**config.mk**
```make
export PLATFORM = sky130hd
export DESIGN_NAME = motor_mix_arm
export DESIGN_NICKNAME = d
export VERILOG_FILES = /design/src/rtl/motor_mix_arm.sv
export SDC_FILE = /design/constraint.sdc
export NUM_CORES = 1
export LEC_CHECK = 0
export CAP_MARGIN = 10
export CORE_MARGIN = 4
export CORE_UTILIZATION = 50
export DETAILED_ROUTE_END_ITERATION = 10
export PLACE_DENSITY = 0.72
export SETUP_SLACK_MARGIN = 0.5
export SLEW_MARGIN = 5
export SYNTH_ARGS = -nofsm -noshare
export SYNTH_HDL_FRONTEND = slang
export SYNTH_SLANG_ARGS = --single-unit
```
**constraint.sdc**
```tcl
create_clock -name CLK -period 8.15 [get_ports CLK]
set_input_delay 1.63 -clock CLK [delete_from_list [all_inputs] [get_ports CLK]]
set_output_delay 1.63 -clock CLK [all_outputs]
set_load 0.01 [all_outputs]
```
**src/rtl/motor_mix_arm.sv**
```systemverilog
// motor_mix_arm: throttle/PID mixer with per-motor clamping, arming FSM and radio-loss failsafe.
module motor_mix_arm #(
  parameter int NUM_MOTORS = 4,
  parameter int CH_W = 12,
  parameter int CMD_W = 13,
  parameter int MOTOR_MIN = 150,
  parameter int MOTOR_MAX = 600,
  parameter int ARM_THRESH = 500,
  parameter int THR_LOW = 50,
  parameter int FAILSAFE_CYCLES = 5000000,
  parameter logic [NUM_MOTORS-1:0] ROLL_NEG = 'b0011,
  parameter logic [NUM_MOTORS-1:0] PITCH_NEG = 'b0110,
  parameter logic [NUM_MOTORS-1:0] YAW_NEG = 'b0101
) (
  input  logic                     CLK,
  input  logic                     rst,
  input  logic                     frame_valid,
  input  logic [CH_W-1:0]          throttle_ch,
  input  logic [CH_W-1:0]          arm_ch,
  input  logic [CMD_W-1:0]         roll_net,
  input  logic [CMD_W-1:0]         pitch_net,
  input  logic [CMD_W-1:0]         yaw_net,
  input  logic                     update,
  output logic [NUM_MOTORS*12-1:0] motor_out,
  output logic                     out_valid,
  output logic                     armed,
  output logic                     failsafe
);
  localparam int KW = $clog2(NUM_MOTORS + 1);
  localparam int WW = $clog2(FAILSAFE_CYCLES + 1);
  localparam logic signed [15:0] LO = 16'(MOTOR_MIN);
  localparam logic signed [15:0] HI = 16'(MOTOR_MAX);
  typedef enum logic [1:0] {DISARMED, ARMED, FAILSAFE} state_t;
  state_t state_q, state_d;
  logic [CH_W-1:0] prev_arm_q;
  logic [WW-1:0] wd_q, wd_d;
  logic busy_q, pending_q, out_valid_q, armed_q, failsafe_q;
  logic [KW-1:0] k_q;
  logic signed [15:0] thr_q, roll_q, pitch_q, yaw_q, thr_d, sum_d;
  logic [11:0] shadow_q [NUM_MOTORS];
  logic [NUM_MOTORS*12-1:0] motor_q, shadow_flat;
  logic [31:0] thr_full;
  logic [11:0] mix_d;
  logic rn, pn, yn, commit, start, expire, arm_go;
  always_comb begin
    thr_full = 32'(throttle_ch) * 32'(MOTOR_MAX - MOTOR_MIN);
    thr_d = 16'((thr_full >> 10) + 32'(MOTOR_MIN));
    rn = 1'b0;
    pn = 1'b0;
    yn = 1'b0;
    shadow_flat = '0;
    for (int m = 0; m < NUM_MOTORS; m++) begin
      if (k_q == KW'(m)) begin
        rn = ROLL_NEG[m];
        pn = PITCH_NEG[m];
        yn = YAW_NEG[m];
      end
      shadow_flat[m*12 +: 12] = shadow_q[m];
    end
    sum_d = thr_q + (rn ? -roll_q : roll_q) + (pn ? -pitch_q : pitch_q) + (yn ? -yaw_q : yaw_q);
    mix_d = sum_d < LO ? 12'(LO) : sum_d > HI ? 12'(HI) : sum_d[11:0];
    commit = busy_q && k_q == KW'(NUM_MOTORS);
    start = (!busy_q && update) || (commit && (pending_q || update));
    // frame_valid beats an expiring watchdog on the same cycle
    expire = !frame_valid && wd_q >= WW'(FAILSAFE_CYCLES - 1);
    wd_d = frame_valid ? '0 : wd_q == WW'(FAILSAFE_CYCLES) ? wd_q : wd_q + 1'b1;
    arm_go = arm_ch > CH_W'(ARM_THRESH) && prev_arm_q < CH_W'(ARM_THRESH) && throttle_ch < CH_W'(THR_LOW);
    state_d = expire ? FAILSAFE :
              !frame_valid ? state_q :
              state_q == FAILSAFE ? DISARMED :
              state_q == ARMED ? (arm_ch < CH_W'(ARM_THRESH) ? DISARMED : ARMED) :
              (arm_go ? ARMED : DISARMED);
  end
  always_ff @(posedge CLK) begin
    if (rst) begin
      state_q <= DISARMED;
      prev_arm_q <= '0;
      wd_q <= '0;
      busy_q <= 1'b0;
      pending_q <= 1'b0;
      k_q <= '0;
      out_valid_q <= 1'b0;
      motor_q <= '0;
      armed_q <= 1'b0;
      failsafe_q <= 1'b0;
    end else begin
      state_q <= state_d;
      armed_q <= state_d == ARMED;
      failsafe_q <= state_d == FAILSAFE;
      wd_q <= wd_d;
      if (frame_valid) prev_arm_q <= arm_ch;
      busy_q <= start || (busy_q && !commit);
      k_q <= (busy_q && !commit) ? k_q + 1'b1 : '0;
      pending_q <= !commit && (pending_q || (busy_q && update));
      out_valid_q <= commit;
      motor_q <= state_q != ARMED ? '0 : commit ? shadow_flat : motor_q;
    end
  end
  always_ff @(posedge CLK) begin
    if (start) begin
      thr_q <= thr_d;
      roll_q <= 16'($signed(roll_net));
      pitch_q <= 16'($signed(pitch_net));
      yaw_q <= 16'($signed(yaw_net));
    end
    for (int m = 0; m < NUM_MOTORS; m++)
      if (busy_q && !commit && k_q == KW'(m)) shadow_q[m] <= mix_d;
  end
  assign motor_out = motor_q;
  assign out_valid = out_valid_q;
  assign armed = armed_q;
  assign failsafe = failsafe_q;
endmodule

```
==> metrics.md <==
| Metric | Value |
|---|---|
| Final hold violation count | 0 |
| Number of buffers added on ports | 117 |
| Register-to-Register Setup Slack | 2.02 ns |
| Power per cell area | 363 nW/µm² |
| Post-synth design cell area | 11,000 µm² |
| Met2 layer wire length in the routed design | 10,600 µm |
| Number of synthesized register bits | 190 |
| Worst reg-to-reg path cell count | 17 |
| Run status | finished, final reports clean |
| Number of standard cells after synthesis | 1,070 |
| Yosys warning total | 0 |
| Worst reg2reg startpoint | k_q[0] |
| Number of pins exceeding their max-slew limit in the final report | 0 |
| Sequential share of the synthesized area | 0.438 |
| Post-synthesis share of cell area spent on full adders, half adders and majority gates | 0.173 |
| Most common library cell in the layout ignoring fill and taps | nand2_1 |
| Power Total | 0.00473 W |
| Share of cell area taken by muxes after synthesis | 0.0201 |
| Initial standard-cell utilization of the core | 0.514 |
| I/O pin total | 118 |
| Final worst slack | 1.98 ns |
| Final Routed Wirelength | 21,600 µm |
| Worst clock skew | 0.0179 ns |
| Count of inserted antenna diode cells | 0 |
| Synthesized area per cell | 10.2 µm² |
| Insertion delay to the later sink of the worst-skew pair | 0.45 ns |
| Number of buffers inserted by hold repair at cts | 0 |
| Transition at the pin with the smallest max-transition slack | 0.979 ns |
| Syn-to-layout area delta | 19.2% |
| Worst relative slew slack | 0.346 |
| Routability congestion estimate from global placement | 0.857 |
| Worst slack at placement | 1.49 ns |
| Maximum clock path buffer count | 2 |
| Number of enable flip-flop cells after synthesis | 99 |
| Global-route usage over all layers | 0.182 |
| Max Fanout on Critical Path | 8 |
| Highest-count cells in the layout ignoring fill and taps | nand2_1, clkdlybuf4s50_1, edfxtp_1 |
| Max-cap check violation count | 0 |
| Highest signal layer in the routed design | met4 |
| Area fraction in and, or, nand and nor cells after synthesis | 0.139 |
| DR WL/cell | 14.7 µm |
| First-iteration detailed-routing DRC count | 390 |
| Setup fix buffers added after clock tree synthesis | 0 |
| Horiz. Die Dim | 156 µm |
| Share of the synthesized area in compound gates (AO/OA/AOI/OAI) | 0.117 |
| Largest net degree at the start of global routing | 52 |
| Met3 Wirelength | 1080 µm |
| Minimum period implied by the final worst setup slack | 6.17 ns |
| Worst voltage drop across the vdd grid | 274 µV |
| Destination of the worst register-to-register timing path | shadow_q[3][8] |
| Gr ovfl total | 0 |
| Via count of the routed design | 7,842 |
| Net count reported at finish | 1,378 |
| Post_cts resized | 0 |
| 1st-pass router iterations | 5 |
| DRC errors left | 0 |
| Number of buffers created by CTS | 17 |
| Root buf cell | clkbuf_16 |
| Fraction of final layout cells sized beyond drive strength 1 | 0.0534 |
| Critical path type | in -> reg |
| Vias in the first global route | 7,518 |
| Routed via count divided by cell count | 5.32 |
| Leakage Power | 5.04 nW |
| Clock-pin transition on the worst setup and hold timing paths | 0.08 ns |
| Global-route wire length before repair | 36,000 µm |
| Max Clk Rate | 162 MHz |
| Arrival @ worst endpoint | 6.35 ns |
| Main combinational cell family by area after synthesis | adder cells |
| Met1 Routed Length | 9530 µm |
| Antenna violations before repair | 0 |
| Kind of end point of the critical path | flop |
| Sum of negative setup slack | 0 ns |
| Critical path capture point | thr_q[10] |
| Count of distinct cell types in the synthesized netlist | 71 |
| Area of the core | 21,300 µm² |
| Total setup violations reported at the end of the flow | 0 |
| Required time reported for the critical path endpoint | 8.33 ns |
| Overall die area | 24,300 µm² |
| ANT nets after route | 0 |
| Area share of xor/xnor cells in the synthesized design | 0.0699 |
| Clock Sink Count | 190 |
| Worst hold path startpoint | motor_out[15] |
| Clock tree from TritonCTS | built |
| Critical path launch point | throttle_ch[5] |
| Setup repair after global routing missed its margin | no |
| Classification of the worst-slack hold path | reg -> reg |
| Detailed-placement wirelength estimate | 16,500 µm |
| Die Y-Extent | 156 µm |
| Portion of the clock cycle consumed by the worst path in the final layout | 0.757 |
| Level count of the clock H-tree | 4 |
| Number of core rows | 53 |
| Most used DFF post-synth | edfxtp_1 |
| Async set-or-reset flop fraction in the synthesized netlist | 0 |
| Element type at the critical path start | input port |
-- synthesized netlist by cell type, drive strengths merged (6+ instances only) --
| cell type | count | area [µm²] |
|---|---|---|
| a211oi | 9 | 77.6 |
| a21o | 9 | 68.8 |
| a21oi | 92 | 460 |
| a31oi | 9 | 56.3 |
| and2 | 6 | 37.5 |
| and3 | 10 | 67.6 |
| and4 | 7 | 61.3 |
| clkbuf | 28 | 105 |
| dfxtp | 91 | 1820 |
| edfxtp | 99 | 2970 |
| fa | 42 | 841 |
| ha | 84 | 1050 |
| inv | 92 | 345 |
| mux2 | 8 | 90.1 |
| mux2i | 13 | 130 |
| nand2 | 127 | 477 |
| nand2b | 6 | 37.5 |
| nand3 | 10 | 50.1 |
| nand4 | 12 | 75.1 |
| nor2 | 79 | 297 |
| nor3 | 26 | 130 |
| nor4 | 10 | 62.6 |
| o21a | 7 | 52.6 |
| o21ai | 26 | 130 |
| or3 | 7 | 43.8 |
| xnor2 | 40 | 350 |
| xor2 | 42 | 368 |
-- cell families (layout without fill, tap and decap cells) --
kind of cell               Yosys count  in the layout
other                                1              8
buffers and inverters              125            246
AOI/OAI and AO/OA                  199            199
and+or+nand+nor                    324            324
muxes                               21             21
DFF                                190            190
xor gates and xnor gates            84             84
adders and majority gates          126            126
-- worst max-delay path: stages --
cell	delay [ns]
clkdlybuf4s50_1	0.67
fa_1	0.48
ha_1	0.28
inv_1	0.05
fa_1	0.50
inv_1	0.04
ha_1	0.28
ha_1	0.29
or4_1	0.50
a221o_1	0.37
a31o_1	0.29
a211oi_1	0.43
nor2_1	0.17
a211oi_1	0.27
nor4bb_1	0.09
-- where the power goes --
group,leakage [nW],total [W],internal (W),switching [W]
Combinational,3.05,0.00262,0.00107,0.00155
Sequential,1.68,0.00125,0.00120,0.0000429
Clock,0.307,0.000866,0.000431,0.000435
Total,5.04,0.00473,0.00270,0.00203
-- worst min-delay path by stage --
| stage | to | slack, ns | depth (start not counted) |
|---|---|---|---|
| floorplan | state_q[1] | 0.44 | 2 |
| global placement | motor_out[2] | 0.44 | 2 |
| detailed placement | motor_out[15] | 0.45 | 2 |
| CTS | motor_out[15] | 0.46 | 2 |
| global route | motor_out[27] | 0.48 | 2 |
| finish | motor_out[15] | 0.45 | 2 |
-- sequential cells by signal, summed over array words and instances, names as in the netlist --
name,flops
state_q,2
armed,1
roll_q,13
wd_q,23
pitch_q,13
failsafe,1
pending_q,1
out_valid,1
k_q,3
yaw_q,13
prev_arm_q,10
motor_out,48
thr_q,12
shadow_q,48
busy_q,1
-- area by class of cell --
cell class	instances	area (µm²)
clock inverter	15	213
tap	275	344
clock buffer	17	425
inverter	92	345
timing repair buffer	122	1210
fill	1772	8230
multi-input combinational	762	5720
sequential	190	4790
-- layer usage --
| layer | up-vias | GRT usage |
|---|---|---|
| li1 | 3949 | - |
| met1 | 3697 | 0.231 |
| met2 | 164 | 0.315 |
| met3 | 32 | 0.0350 |
| met4 | 0 | 0.0567 |
| met5 | - | 0 |
-- through the flow --
step,hold WS [ns],instance area (µm²),utilization,instances
4_1_cts,0.456,13100,0.613,1473
2_1_floorplan,0.440,11000,-,1077
5_1_grt,0.476,13100,0.613,1473
6_report,0.455,13100,0.613,1473
3_3_place_gp,0.442,12400,0.583,1441
3_5_place_dp,0.445,12400,0.583,1441
(Power assumes the default switching activity.)
